$ cat config.mk
export PLATFORM = sky130hd
export DESIGN_NAME = peripheral_wb_spram_arbiter_flat
export DESIGN_NICKNAME = d
export VERILOG_FILES = /design/src/rtl/peripheral_wb_spram_arbiter_if.sv /design/src/rtl/peripheral_wb_spram_arbiter.sv /design/src/flat_wrapper.sv
export SDC_FILE = /design/constraint.sdc
export NUM_CORES = 1
export LEC_CHECK = 0
export CELL_PAD_IN_SITES_DETAIL_PLACEMENT = 1
export CELL_PAD_IN_SITES_GLOBAL_PLACEMENT = 2
export CORE_MARGIN = 4
export CORE_UTILIZATION = 10
export CTS_BUF_LIST = sky130_fd_sc_hd__clkbuf_16
export CTS_CLUSTER_SIZE = 28
export DETAILED_ROUTE_END_ITERATION = 10
export PLACE_DENSITY_LB_ADDON = 0.1
export SETUP_SLACK_MARGIN = 0.2
export SYNTH_ARGS = -nofsm -noshare
export SYNTH_HDL_FRONTEND = slang
export SYNTH_HIERARCHICAL = 1
export SYNTH_SLANG_ARGS = --single-unit
$ cat constraint.sdc
create_clock -name wb_clk_i -period 1.65 [get_ports wb_clk_i]
set_clock_uncertainty 0.15 [all_clocks]
set_input_delay 0.165 -clock wb_clk_i [delete_from_list [all_inputs] [get_ports wb_clk_i]]
set_output_delay 0.165 -clock wb_clk_i [all_outputs]
set_load 0.005 [all_outputs]
$ cat src/rtl/peripheral_wb_spram_arbiter_if.sv
// Wishbone classic/registered-feedback bus bundle.
//   master modport : drives the request (adr..stb), receives ack/err/dat_r
//   slave modport  : receives the request, drives ack/err/dat_r
// dat_w carries write data from master to slave, dat_r carries read data back.
interface peripheral_wb_spram_arbiter_if #(
  parameter int AW = 8,
  parameter int DW = 32
);
  logic [AW-1:0] adr;
  logic [DW-1:0] dat_w;
  logic [3:0]    sel;
  logic          we;
  logic [1:0]    bte;
  logic [2:0]    cti;
  logic          cyc;
  logic          stb;
  logic          ack;
  logic          err;
  logic [DW-1:0] dat_r;

  modport master (
    output adr, dat_w, sel, we, bte, cti, cyc, stb,
    input  ack, err, dat_r
  );

  modport slave (
    input  adr, dat_w, sel, we, bte, cti, cyc, stb,
    output ack, err, dat_r
  );
endinterface

$ cat src/rtl/peripheral_wb_spram_arbiter.sv
// Two-master Wishbone arbiter in front of one single-port SPRAM slave.
//   wb_clk_i  : clock, rising edge
//   wb_rst_ni : asynchronous reset, active low
//   m0, m1    : master-side buses (slave modport, the arbiter answers them)
//   s         : slave-side bus (master modport, the arbiter drives the SPRAM)
//   gnt_o     : one-hot current owner {m1, m0}
// Round-robin with bus lock: an owner keeps the slave for as long as its cyc
// is high, then the arbiter always passes through one IDLE cycle before the
// next owner is chosen. A watchdog turns an unanswered strobe into err after
// TIMEOUT cycles and hides that last strobe from the slave.

// Per-master response steering: only the current owner sees the slave.
module peripheral_wb_spram_arbiter_rsp #(
  parameter int DW = 32
) (
  input  logic          gnt,
  input  logic          slv_ack,
  input  logic          slv_err,
  input  logic          tmo,
  input  logic [DW-1:0] slv_dat,
  output logic          ack,
  output logic          err,
  output logic [DW-1:0] dat
);
  assign ack = gnt & slv_ack;
  assign err = gnt & (slv_err | tmo);
  assign dat = gnt ? slv_dat : '0;
endmodule

module peripheral_wb_spram_arbiter #(
  parameter int AW      = 8,
  parameter int DW      = 32,
  parameter int TIMEOUT = 255
) (
  input  logic                           wb_clk_i,
  input  logic                           wb_rst_ni,
  peripheral_wb_spram_arbiter_if.slave   m0,
  peripheral_wb_spram_arbiter_if.slave   m1,
  peripheral_wb_spram_arbiter_if.master  s,
  output logic [1:0]                     gnt_o
);
  localparam int NUM_M = 2;
  localparam int CW    = $clog2(TIMEOUT + 1);

  typedef struct packed {
    logic [AW-1:0] adr;
    logic [DW-1:0] dat;
    logic [3:0]    sel;
    logic          we;
    logic [1:0]    bte;
    logic [2:0]    cti;
    logic          cyc;
    logic          stb;
  } wb_req_t;

  typedef enum logic [1:0] {
    IDLE = 2'd0,
    GNT0 = 2'd1,
    GNT1 = 2'd2
  } state_e;

  state_e                 state_q, state_d;
  logic                   last_q, last_d;   // previous owner, 1 = m1
  logic [CW-1:0]          cnt_q, cnt_d;

  wb_req_t [NUM_M-1:0]    req;
  wb_req_t                own;
  logic    [NUM_M-1:0]    gnt;
  logic                   busy, wd_hit, tmo;

  logic [NUM_M-1:0]           rsp_ack, rsp_err;
  logic [NUM_M-1:0][DW-1:0]   rsp_dat;

  assign req[0] = '{adr: m0.adr, dat: m0.dat_w, sel: m0.sel, we: m0.we,
                    bte: m0.bte, cti: m0.cti, cyc: m0.cyc, stb: m0.stb};
  assign req[1] = '{adr: m1.adr, dat: m1.dat_w, sel: m1.sel, we: m1.we,
                    bte: m1.bte, cti: m1.cti, cyc: m1.cyc, stb: m1.stb};

  // ---------------------------------------------------------------- state
  always_ff @(posedge wb_clk_i or negedge wb_rst_ni) begin
    if (!wb_rst_ni) begin
      state_q <= IDLE;
      last_q  <= 1'b1;          // m0 wins the first tie
      cnt_q   <= '0;
    end else begin
      state_q <= state_d;
      last_q  <= last_d;
      cnt_q   <= cnt_d;
    end
  end

  // Owners never hand over directly; every release goes through IDLE, which
  // is where the round-robin decision is made.
  always_comb begin
    state_d = state_q;
    last_d  = last_q;
    unique case (state_q)
      IDLE: begin
        if (req[0].cyc && req[1].cyc) state_d = last_q ? GNT0 : GNT1;
        else if (req[0].cyc)          state_d = GNT0;
        else if (req[1].cyc)          state_d = GNT1;
      end
      GNT0: if (!req[0].cyc) begin
        state_d = IDLE;
        last_d  = 1'b0;
      end
      GNT1: if (!req[1].cyc) begin
        state_d = IDLE;
        last_d  = 1'b1;
      end
      default: state_d = IDLE;
    endcase
  end

  // ---------------------------------------------------------------- routing
  assign gnt   = {state_q == GNT1, state_q == GNT0};
  assign gnt_o = gnt;

  always_comb begin
    own = '0;
    if (gnt[0])      own = req[0];
    else if (gnt[1]) own = req[1];
  end

  // ---------------------------------------------------------------- watchdog
  // busy: a strobe is outstanding and the slave has not answered this cycle.
  // An ack/err arriving in the deadline cycle clears busy, so a late answer
  // always beats the timeout. tmo depends combinationally on s.ack/s.err,
  // which is why the slave must not derive ack combinationally from stb.
  assign busy   = own.stb & ~s.ack & ~s.err;
  assign wd_hit = (cnt_q == CW'(TIMEOUT - 1));
  assign tmo    = busy & wd_hit;

  always_comb begin
    cnt_d = '0;
    if (busy && !wd_hit) cnt_d = cnt_q + CW'(1);
  end

  assign s.adr   = own.adr;
  assign s.dat_w = own.dat;
  assign s.sel   = own.sel;
  assign s.we    = own.we;
  assign s.bte   = own.bte;
  assign s.cti   = own.cti;
  assign s.cyc   = own.cyc;
  assign s.stb   = own.stb & ~tmo;   // the abandoned beat never reaches the slave

  // ---------------------------------------------------------------- responses
  for (genvar i = 0; i < NUM_M; i++) begin : g_rsp
    peripheral_wb_spram_arbiter_rsp #(.DW(DW)) u_rsp (
      .gnt     (gnt[i]),
      .slv_ack (s.ack),
      .slv_err (s.err),
      .tmo     (tmo),
      .slv_dat (s.dat_r),
      .ack     (rsp_ack[i]),
      .err     (rsp_err[i]),
      .dat     (rsp_dat[i])
    );
  end

  assign m0.ack   = rsp_ack[0];
  assign m0.err   = rsp_err[0];
  assign m0.dat_r = rsp_dat[0];
  assign m1.ack   = rsp_ack[1];
  assign m1.err   = rsp_err[1];
  assign m1.dat_r = rsp_dat[1];
endmodule

$ cat src/flat_wrapper.sv
// flat-port wrapper written by rule: the top's interface ports become plain ports
module peripheral_wb_spram_arbiter_flat 
#(
  parameter int AW      = 8,
  parameter int DW      = 32,
  parameter int TIMEOUT = 255
)
  (wb_clk_i, wb_rst_ni, gnt_o, m0_adr, m0_dat_w, m0_sel, m0_we, m0_bte, m0_cti, m0_cyc, m0_stb, m0_ack, m0_err, m0_dat_r, m1_adr, m1_dat_w, m1_sel, m1_we, m1_bte, m1_cti, m1_cyc, m1_stb, m1_ack, m1_err, m1_dat_r, s_adr, s_dat_w, s_sel, s_we, s_bte, s_cti, s_cyc, s_stb, s_ack, s_err, s_dat_r);
  peripheral_wb_spram_arbiter_if #(.AW(AW), .DW(DW)) m0_i ();
  peripheral_wb_spram_arbiter_if #(.AW(AW), .DW(DW)) m1_i ();
  peripheral_wb_spram_arbiter_if #(.AW(AW), .DW(DW)) s_i ();
  input  logic wb_clk_i;
  input  logic wb_rst_ni;
  output logic [1:0] gnt_o;
  input wire logic [$bits(m0_i.adr)-1:0] m0_adr;
  input wire logic [$bits(m0_i.dat_w)-1:0] m0_dat_w;
  input wire logic [$bits(m0_i.sel)-1:0] m0_sel;
  input wire logic [$bits(m0_i.we)-1:0] m0_we;
  input wire logic [$bits(m0_i.bte)-1:0] m0_bte;
  input wire logic [$bits(m0_i.cti)-1:0] m0_cti;
  input wire logic [$bits(m0_i.cyc)-1:0] m0_cyc;
  input wire logic [$bits(m0_i.stb)-1:0] m0_stb;
  output wire logic [$bits(m0_i.ack)-1:0] m0_ack;
  output wire logic [$bits(m0_i.err)-1:0] m0_err;
  output wire logic [$bits(m0_i.dat_r)-1:0] m0_dat_r;
  input wire logic [$bits(m1_i.adr)-1:0] m1_adr;
  input wire logic [$bits(m1_i.dat_w)-1:0] m1_dat_w;
  input wire logic [$bits(m1_i.sel)-1:0] m1_sel;
  input wire logic [$bits(m1_i.we)-1:0] m1_we;
  input wire logic [$bits(m1_i.bte)-1:0] m1_bte;
  input wire logic [$bits(m1_i.cti)-1:0] m1_cti;
  input wire logic [$bits(m1_i.cyc)-1:0] m1_cyc;
  input wire logic [$bits(m1_i.stb)-1:0] m1_stb;
  output wire logic [$bits(m1_i.ack)-1:0] m1_ack;
  output wire logic [$bits(m1_i.err)-1:0] m1_err;
  output wire logic [$bits(m1_i.dat_r)-1:0] m1_dat_r;
  output wire logic [$bits(s_i.adr)-1:0] s_adr;
  output wire logic [$bits(s_i.dat_w)-1:0] s_dat_w;
  output wire logic [$bits(s_i.sel)-1:0] s_sel;
  output wire logic [$bits(s_i.we)-1:0] s_we;
  output wire logic [$bits(s_i.bte)-1:0] s_bte;
  output wire logic [$bits(s_i.cti)-1:0] s_cti;
  output wire logic [$bits(s_i.cyc)-1:0] s_cyc;
  output wire logic [$bits(s_i.stb)-1:0] s_stb;
  input wire logic [$bits(s_i.ack)-1:0] s_ack;
  input wire logic [$bits(s_i.err)-1:0] s_err;
  input wire logic [$bits(s_i.dat_r)-1:0] s_dat_r;
  assign m0_i.adr = m0_adr;
  assign m0_i.dat_w = m0_dat_w;
  assign m0_i.sel = m0_sel;
  assign m0_i.we = m0_we;
  assign m0_i.bte = m0_bte;
  assign m0_i.cti = m0_cti;
  assign m0_i.cyc = m0_cyc;
  assign m0_i.stb = m0_stb;
  assign m0_ack = m0_i.ack;
  assign m0_err = m0_i.err;
  assign m0_dat_r = m0_i.dat_r;
  assign m1_i.adr = m1_adr;
  assign m1_i.dat_w = m1_dat_w;
  assign m1_i.sel = m1_sel;
  assign m1_i.we = m1_we;
  assign m1_i.bte = m1_bte;
  assign m1_i.cti = m1_cti;
  assign m1_i.cyc = m1_cyc;
  assign m1_i.stb = m1_stb;
  assign m1_ack = m1_i.ack;
  assign m1_err = m1_i.err;
  assign m1_dat_r = m1_i.dat_r;
  assign s_adr = s_i.adr;
  assign s_dat_w = s_i.dat_w;
  assign s_sel = s_i.sel;
  assign s_we = s_i.we;
  assign s_bte = s_i.bte;
  assign s_cti = s_i.cti;
  assign s_cyc = s_i.cyc;
  assign s_stb = s_i.stb;
  assign s_i.ack = s_ack;
  assign s_i.err = s_err;
  assign s_i.dat_r = s_dat_r;
  peripheral_wb_spram_arbiter #(.AW(AW), .DW(DW), .TIMEOUT(TIMEOUT)) u_core (.wb_clk_i(wb_clk_i), .wb_rst_ni(wb_rst_ni), .m0(m0_i), .m1(m1_i), .s(s_i), .gnt_o(gnt_o));
endmodule
-- Word-level counts from Yosys, hierarchy flattened
Cells that the tools add are included.
- input bits: 140
- register bits after elaboration: 11
- $add $sub $neg: 1
- reduce and logical (&&, ||, !) cells: 7
- bitwise operators: 12
- eq/ne operators: 6
- muxes and demuxes: 15
- operators by type and width (operator ; number):
    $mux 52 ; 2
    $mux 32 ; 2
    $mux 2 ; 6
    $add 8x1->8 const B ; 1
    $and 1x1->1 ; 8
    $eq 8x8->1 const B ; 1
    $mux 8 ; 1
    $pmux 2 s3 ; 1
    $reduce_and 3->1 ; 2
    $ne 2x2->1 const B ; 2
    $ne 4x3->1 const B ; 1
    $not 1->1 ; 3
    $eq 2x1->1 const B ; 1
    $eq 2x2->1 const B ; 1
    $logic_and 1x1->1 ; 2
    $logic_not 2->1 ; 1
    $mux 1 ; 2
    $pmux 1 s2 ; 1
    $reduce_bool 2->1 ; 1
    $logic_not 1->1 ; 1
    $or 1x1->1 ; 1

-- Logic depth before layout (Yosys ltp)
- word-level depth: 8
- gate-level depth with buffers: 5

-- Cells and area by module
The synthesis kept the hierarchy.
- modules (own cells, without submodules) (module ; instances ; cells an instance ; area each (um2)):
    peripheral_wb_spram_arbiter ; 1 ; 129 ; 1127.3
    peripheral_wb_spram_arbiter_rsp ; 2 ; 37 ; 245.2

-- Worst setup path after synthesis
No wires, ideal clock.
- kind: flip-flop to output port
- start point: reg u_core.state_q[1]
- end point: out m0_err
- arrival: 1.459 ns
- path slack: -0.124 ns
- stages on the path, launching flop included: 6
- required time: 1.335 ns
- buffers on the path: 1
- cells stage by stage: dfrtp_1 -> nand3b_1 -> a211o_1 -> buf_2 -> nor4_2 -> o21a_1
- word-level cells in the longest chain between the ends: 8
- elaborated cells on any way between the ends: 9
- classes of those cells: eq/ne (2); mux (2); bitwise (5)
- ends and longest elaborated chain (item ; line ; source):
    start: declaration ; peripheral_wb_spram_arbiter.sv:62 ; state_e state_q, state_d;
    start signal: assignment ; peripheral_wb_spram_arbiter.sv:86 ; state_q <= state_d;
    $eq 2x2->1 ; peripheral_wb_spram_arbiter.sv:116 ; assign gnt = {state_q == GNT1, state_q == GNT0};
    $mux 52 ; peripheral_wb_spram_arbiter.sv:122 ; else if (gnt[1]) own = req[1];
    $mux 52 * ; peripheral_wb_spram_arbiter.sv:121 ; if (gnt[0]) own = req[0];
    $and 1x1->1 * (2 in a row) ; peripheral_wb_spram_arbiter.sv:130 ; assign busy = own.stb & ~s.ack & ~s.err;
    $and 1x1->1 * ; peripheral_wb_spram_arbiter.sv:132 ; assign tmo = busy & wd_hit;
    via u_core.tmo ; peripheral_wb_spram_arbiter.sv:69 ; logic busy, wd_hit, tmo;
    $or 1x1->1 * ; peripheral_wb_spram_arbiter.sv:26 ; assign err = gnt & (slv_err | tmo);
    $and 1x1->1 * ; peripheral_wb_spram_arbiter.sv:26 ;
    end: declaration ; flat_wrapper.sv:24 ; output wire logic [$bits(m0_i.err)-1:0] m0_err;
The timed path passes the listed nets; every way through them passes the cells marked *.

-- Final worst setup path
- start point: reg u_core.state_q[0]
- end point: out s_dat_w[3]
- word-level cells in the longest chain between the ends: 3
- elaborated cells on any way between the ends: 4
- classes of those cells: eq/ne (2); mux (2)
- ends and longest elaborated chain (item ; line ; source):
    $eq 2x2->1 ; peripheral_wb_spram_arbiter.sv:116 ;
    $mux 52 ; peripheral_wb_spram_arbiter.sv:122 ;
    $mux 52 * ; peripheral_wb_spram_arbiter.sv:121 ;
    end: declaration ; flat_wrapper.sv:38 ; output wire logic [$bits(s_i.dat_w)-1:0] s_dat_w;
Mark *: on every way between the ends. The rest lies on a longest branch, timed or not.

==> run_summary.xml <==
<?xml version="1.0" encoding="UTF-8"?>
<metrics>
  <group name="status">
    <metric name="status" unit="">finished with violations</metric>
    <metric name="violations" unit="">setup timing</metric>
  </group>
  <group name="sta">
    <metric name="sum_neg_setup_slack" unit="ns">-34.08</metric>
    <metric name="slew-limit-headroom" unit="%">65.7</metric>
    <metric name="finalMaxSlewViolations" unit="">0</metric>
    <metric name="max_clock_freq" unit="MHz">488</metric>
    <metric name="setup_repair_after_global_routing_missed_its_margin" unit="">yes</metric>
    <metric name="fin_crit_sh" unit="%">124</metric>
    <metric name="setup_slack" unit="ns">-0.400</metric>
    <metric name="min_clock_period_post_route" unit="ns">2.05</metric>
    <metric name="final-setup-viol-count" unit="">128</metric>
    <metric name="number_of_hold_violations_in_the_final_report" unit="">0</metric>
    <metric name="tightestPinTransition" unit="ns">0.512</metric>
  </group>
  <group name="routing">
    <metric name="drtPass1Iterations" unit="">4</metric>
    <metric name="route.final.wire_length" unit="µm">14800</metric>
    <metric name="routed_antenna_nets" unit="">0</metric>
    <metric name="drt_iter0_markers" unit="">61</metric>
    <metric name="dr_wl_met3" unit="µm">986</metric>
    <metric name="wl_met1" unit="µm">5650</metric>
    <metric name="max_used_layer" unit="">met4</metric>
    <metric name="vias" unit="">3038</metric>
    <metric name="routed_via_density" unit="">3.91</metric>
    <metric name="per_cell_routed_wire_length" unit="µm">19.1</metric>
    <metric name="route.detailed.drc" unit="">0</metric>
    <metric name="detailroute.wirelength.met2" unit="µm">8130</metric>
  </group>
  <group name="global_routing">
    <metric name="pin_count_of_the_biggest_net_entering_global_routing" unit="">12</metric>
    <metric name="global_route_wire_length_before_repair" unit="µm">21000</metric>
    <metric name="grt_overflow_total" unit="">0</metric>
    <metric name="antenna_violations_before_repair" unit="">2</metric>
    <metric name="via_count_of_the_first_global_routing_pass" unit="">3247</metric>
    <metric name="global_routing_usage_summed_across_all_routing_layers" unit="%">14.9</metric>
  </group>
  <group name="critical_path">
    <metric name="cp_max_fo" unit="">7</metric>
    <metric name="timing.reg2reg.setup_slack" unit="ns">-0.14</metric>
    <metric name="crit_chain" unit="">buf_6 -&gt; nor2b_4 -&gt; buf_12 -&gt; buf_16 -&gt; buf_6 -&gt; buf_6 -&gt; a22o_1 -&gt; buf_2</metric>
    <metric name="reg2reg_depth" unit="">6</metric>
    <metric name="critical_path.top_delay_family" unit="">buffers and inverters</metric>
    <metric name="worstReg2RegStart" unit="">u_core/state_q[0]</metric>
    <metric name="worst_setup_path_start_kind" unit="">flip-flop</metric>
    <metric name="critPathMaxStageDelay" unit="ns">0.39</metric>
    <metric name="criticalPathCategory" unit="">flip-flop to primary output</metric>
    <metric name="worst_path_max_delay_cell" unit="">dfrtp_1</metric>
    <metric name="critical_path.n_buffers_inverters" unit="">6</metric>
    <metric name="timing.rr.end" unit="">u_core/cnt_q[3]</metric>
    <metric name="worst-endpoint-required" unit="ns">1.33</metric>
    <metric name="arrival" unit="ns">1.73</metric>
    <metric name="endpoint_kind" unit="">primary output</metric>
    <metric name="timing.critical_path.mode_cell" unit="">buf_6</metric>
  </group>
  <group name="place">
    <metric name="post-dp-hpwl" unit="µm">11600</metric>
    <metric name="dp.cells" unit="">703</metric>
    <metric name="place.gp.congestion" unit="">0.787</metric>
    <metric name="io_buffers" unit="">261</metric>
  </group>
  <group name="clock_network">
    <metric name="clk_root_buffer_cell" unit="">clkbuf_16</metric>
    <metric name="cts-root-to-sink-buffers" unit="">2</metric>
    <metric name="cts.reportedPaths.clkPinSlew" unit="ns">0.04</metric>
    <metric name="tritoncts.num_buffers" unit="">3</metric>
    <metric name="insertion_delay" unit="ns">0.24</metric>
    <metric name="htree_num_levels" unit="">1</metric>
    <metric name="postCtsHoldBufs" unit="">0</metric>
    <metric name="clock_tree_from_tritoncts" unit="">yes</metric>
    <metric name="numClockSinks" unit="">11</metric>
  </group>
  <group name="floorplan">
    <metric name="initial_utilization" unit="%">10.2</metric>
    <metric name="die_area" unit="mm²">0.0183</metric>
    <metric name="rows" unit="">46</metric>
    <metric name="top_level_i_o_count" unit="">262</metric>
    <metric name="die_w" unit="µm">135</metric>
    <metric name="die-height" unit="µm">135</metric>
    <metric name="core_box_area" unit="mm²">0.0159</metric>
  </group>
  <group name="synth">
    <metric name="postSynthCellCount" unit="">203</metric>
    <metric name="synthesis.nets" unit="">345</metric>
    <metric name="syn_avg_cell_area" unit="µm²">7.97</metric>
    <metric name="yosysSeqAreaShare" unit="%">17.1</metric>
    <metric name="netlist.area_leader.share" unit="%">27.1</metric>
    <metric name="library_cells_used_by_synthesis" unit="">31</metric>
    <metric name="synth-warning-count" unit="">6</metric>
    <metric name="yosys.area.top_type" unit="">a22o_1</metric>
    <metric name="ys_top_cells_by_area" unit="">a22o_1 (27%), and2_1 (15%), dfrtp_1 (15%)</metric>
    <metric name="synth-seq-cells" unit="">11</metric>
    <metric name="post_synthesis_cell_area" unit="mm²">0.00162</metric>
  </group>
  <group name="run">
    <metric name="drv.max_cap_violation_count" unit="">0</metric>
  </group>
  <group name="hold_path">
    <metric name="min-delay-path-class" unit="">input port to async pin</metric>
  </group>
  <group name="power">
    <metric name="netSwitchingFraction" unit="%">29.5</metric>
    <metric name="combinationalPowerShare" unit="%">77.1</metric>
    <metric name="seq_power_share" unit="%">9.4</metric>
    <metric name="clkPwrFrac" unit="%">13.5</metric>
    <metric name="peakVddDrop" unit="mV">0.380</metric>
    <metric name="internal_power" unit="µW">2280</metric>
    <metric name="power_leakage" unit="µW">0.00276</metric>
    <metric name="power_density" unit="mW/mm²">547</metric>
    <metric name="total_switching_power" unit="µW">955</metric>
  </group>
  <group name="finish">
    <metric name="fill_cells" unit="">1832</metric>
    <metric name="area_growth_syn_to_layout" unit="%">266</metric>
    <metric name="layout.nets" unit="">701</metric>
    <metric name="finish.utilization" unit="%">37.3</metric>
    <metric name="layoutNonFillerInstCount" unit="">776</metric>
    <metric name="share_of_cells_above_drive_strength_1" unit="%">56.1</metric>
  </group>
</metrics>
-- stage by stage --
| stage | hold WS [ns] | instance area [µm²] | worst slack [ns] | total power (µW) |
|---|---|---|---|---|
| after floorplan | -0.281 | 1640 | 0.0465 | 825 |
| after global placement | 0.363 | 4840 | -0.672 | 2140 |
| after detailed placement | 0.379 | 4840 | -0.680 | 2150 |
| after CTS | 0.161 | 5720 | -0.438 | 3180 |
| after global routing | 0.175 | 5930 | -0.441 | 3420 |
| final | 0.120 | 5930 | -0.400 | 3240 |
-- cell families after synthesis --
kind of cell	share of synthesized area, %
and+or+nand+nor	36.4
buffers and inverters	7.04
DFF	17.1
AOI/OAI and AO/OA	37.9
adders and majority gates	1.55
-- area by class of cell --
class / count / area, µm² / area share (%)
flip-flops and latches: 11 / 277 / 4.67
multi-input cells: 168 / 1430 / 24.2
clock inverters: 1 / 3.75 / 0.0633
inverters: 4 / 17.5 / 0.296
repair buffers: 371 / 3840 / 64.9
clock buffers: 3 / 75.1 / 1.27
diodes: 2 / 5.00 / 0.0845
well taps: 216 / 270 / 4.56
-- registers in the layout (all words and copies together), names as in the netlist --
signal / count
u_core/cnt_q: 8
u_core/state_q: 2
u_core/last_q: 1
-- cells in the mapped netlist, drive strengths merged --
library cell	number
nand2b	1
inv	4
a211o	1
and2	66
nor4	1
a32oi	1
o31ai	1
a211oi	2
buf	11
ha	2
nor2	3
a22o	50
or3	2
a311oi	2
o21a	3
a31oi	4
or4	1
nand2	7
nand3b	2
o21ai	6
dfrtp	10
o211ai	2
a21oi	5
dfstp	1
nor2b	3
nand4	3
clkbuf	9
-- power by group through the flow --
stage	registers, µW	logic [µW]	clock network, µW
floorplan	309	516	0
global placement	305	1840	0
detailed placement	307	1840	0
CTS	304	2430	449
global route	307	2660	456
finish	304	2500	437
-- layout by cell type (no fill, tap or decap), types with 2 or more instances in the layout --
cell type / synthesis / layout
a211oi_2: 0 / 2
a21oi_1: 5 / 3
a21oi_2: 0 / 2
a22o_1: 50 / 50
a311oi_2: 0 / 2
a31oi_1: 4 / 4
and2_1: 40 / 5
and2_4: 0 / 61
buf_12: 0 / 11
buf_16: 0 / 11
buf_2: 10 / 60
buf_4: 1 / 31
buf_6: 0 / 104
buf_8: 0 / 15
clkbuf_16: 0 / 3
clkdlybuf4s50_1: 0 / 139
dfrtp_1: 10 / 10
diode_2: 0 / 2
inv_1: 4 / 4
nand2_1: 7 / 6
nand3b_1: 2 / 2
nand4_1: 2 / 2
nor2_4: 0 / 2
nor2b_4: 0 / 2
o211ai_1: 2 / 2
o21a_1: 3 / 3
o21ai_0: 6 / 5
or3_1: 2 / 2
-- worst register-to-register path: stages, from the launching register on --
cell      delay (ns)
dfrtp_1         0.39
nand3b_1        0.23
a211o_1         0.38
buf_6           0.13
buf_6           0.10
buf_8           0.13
a311oi_2        0.19
-- how the worst max path moves through the flow --
stage / from / end / slack [ns] / cells after the start
6_report: u_core/state_q[0] / s_dat_w[3] / -0.40 / 8
5_1_grt: u_core/state_q[0] / s_dat_w[8] / -0.44 / 8
4_1_cts: u_core/state_q[1] / m0_err / -0.44 / 5
3_5_place_dp: m1_stb / m1_err / -0.68 / 6
3_3_place_gp: m1_stb / m0_err / -0.67 / 6
2_1_floorplan: u_core/state_q[0] / m0_err / 0.05 / 5
-- timing repair --
| action | CTS | global route |
|---|---|---|
| setup endpoints to repair | 130 | 130 |
| gates resized for setup | 680 | 35 |
| pin swaps | 43 | 14 |
| setup buffers | 49 | 7 |
| cloned | 11 | 0 |
-- per-layer routing --
metal  up-vias  global-route usage (%)
li1       1469                       -
met2       112                    28.3
met5         -                       0
met3         4                    3.27
met1      1453                    17.4
met4         0                    2.13
(Power assumes the default switching activity.)
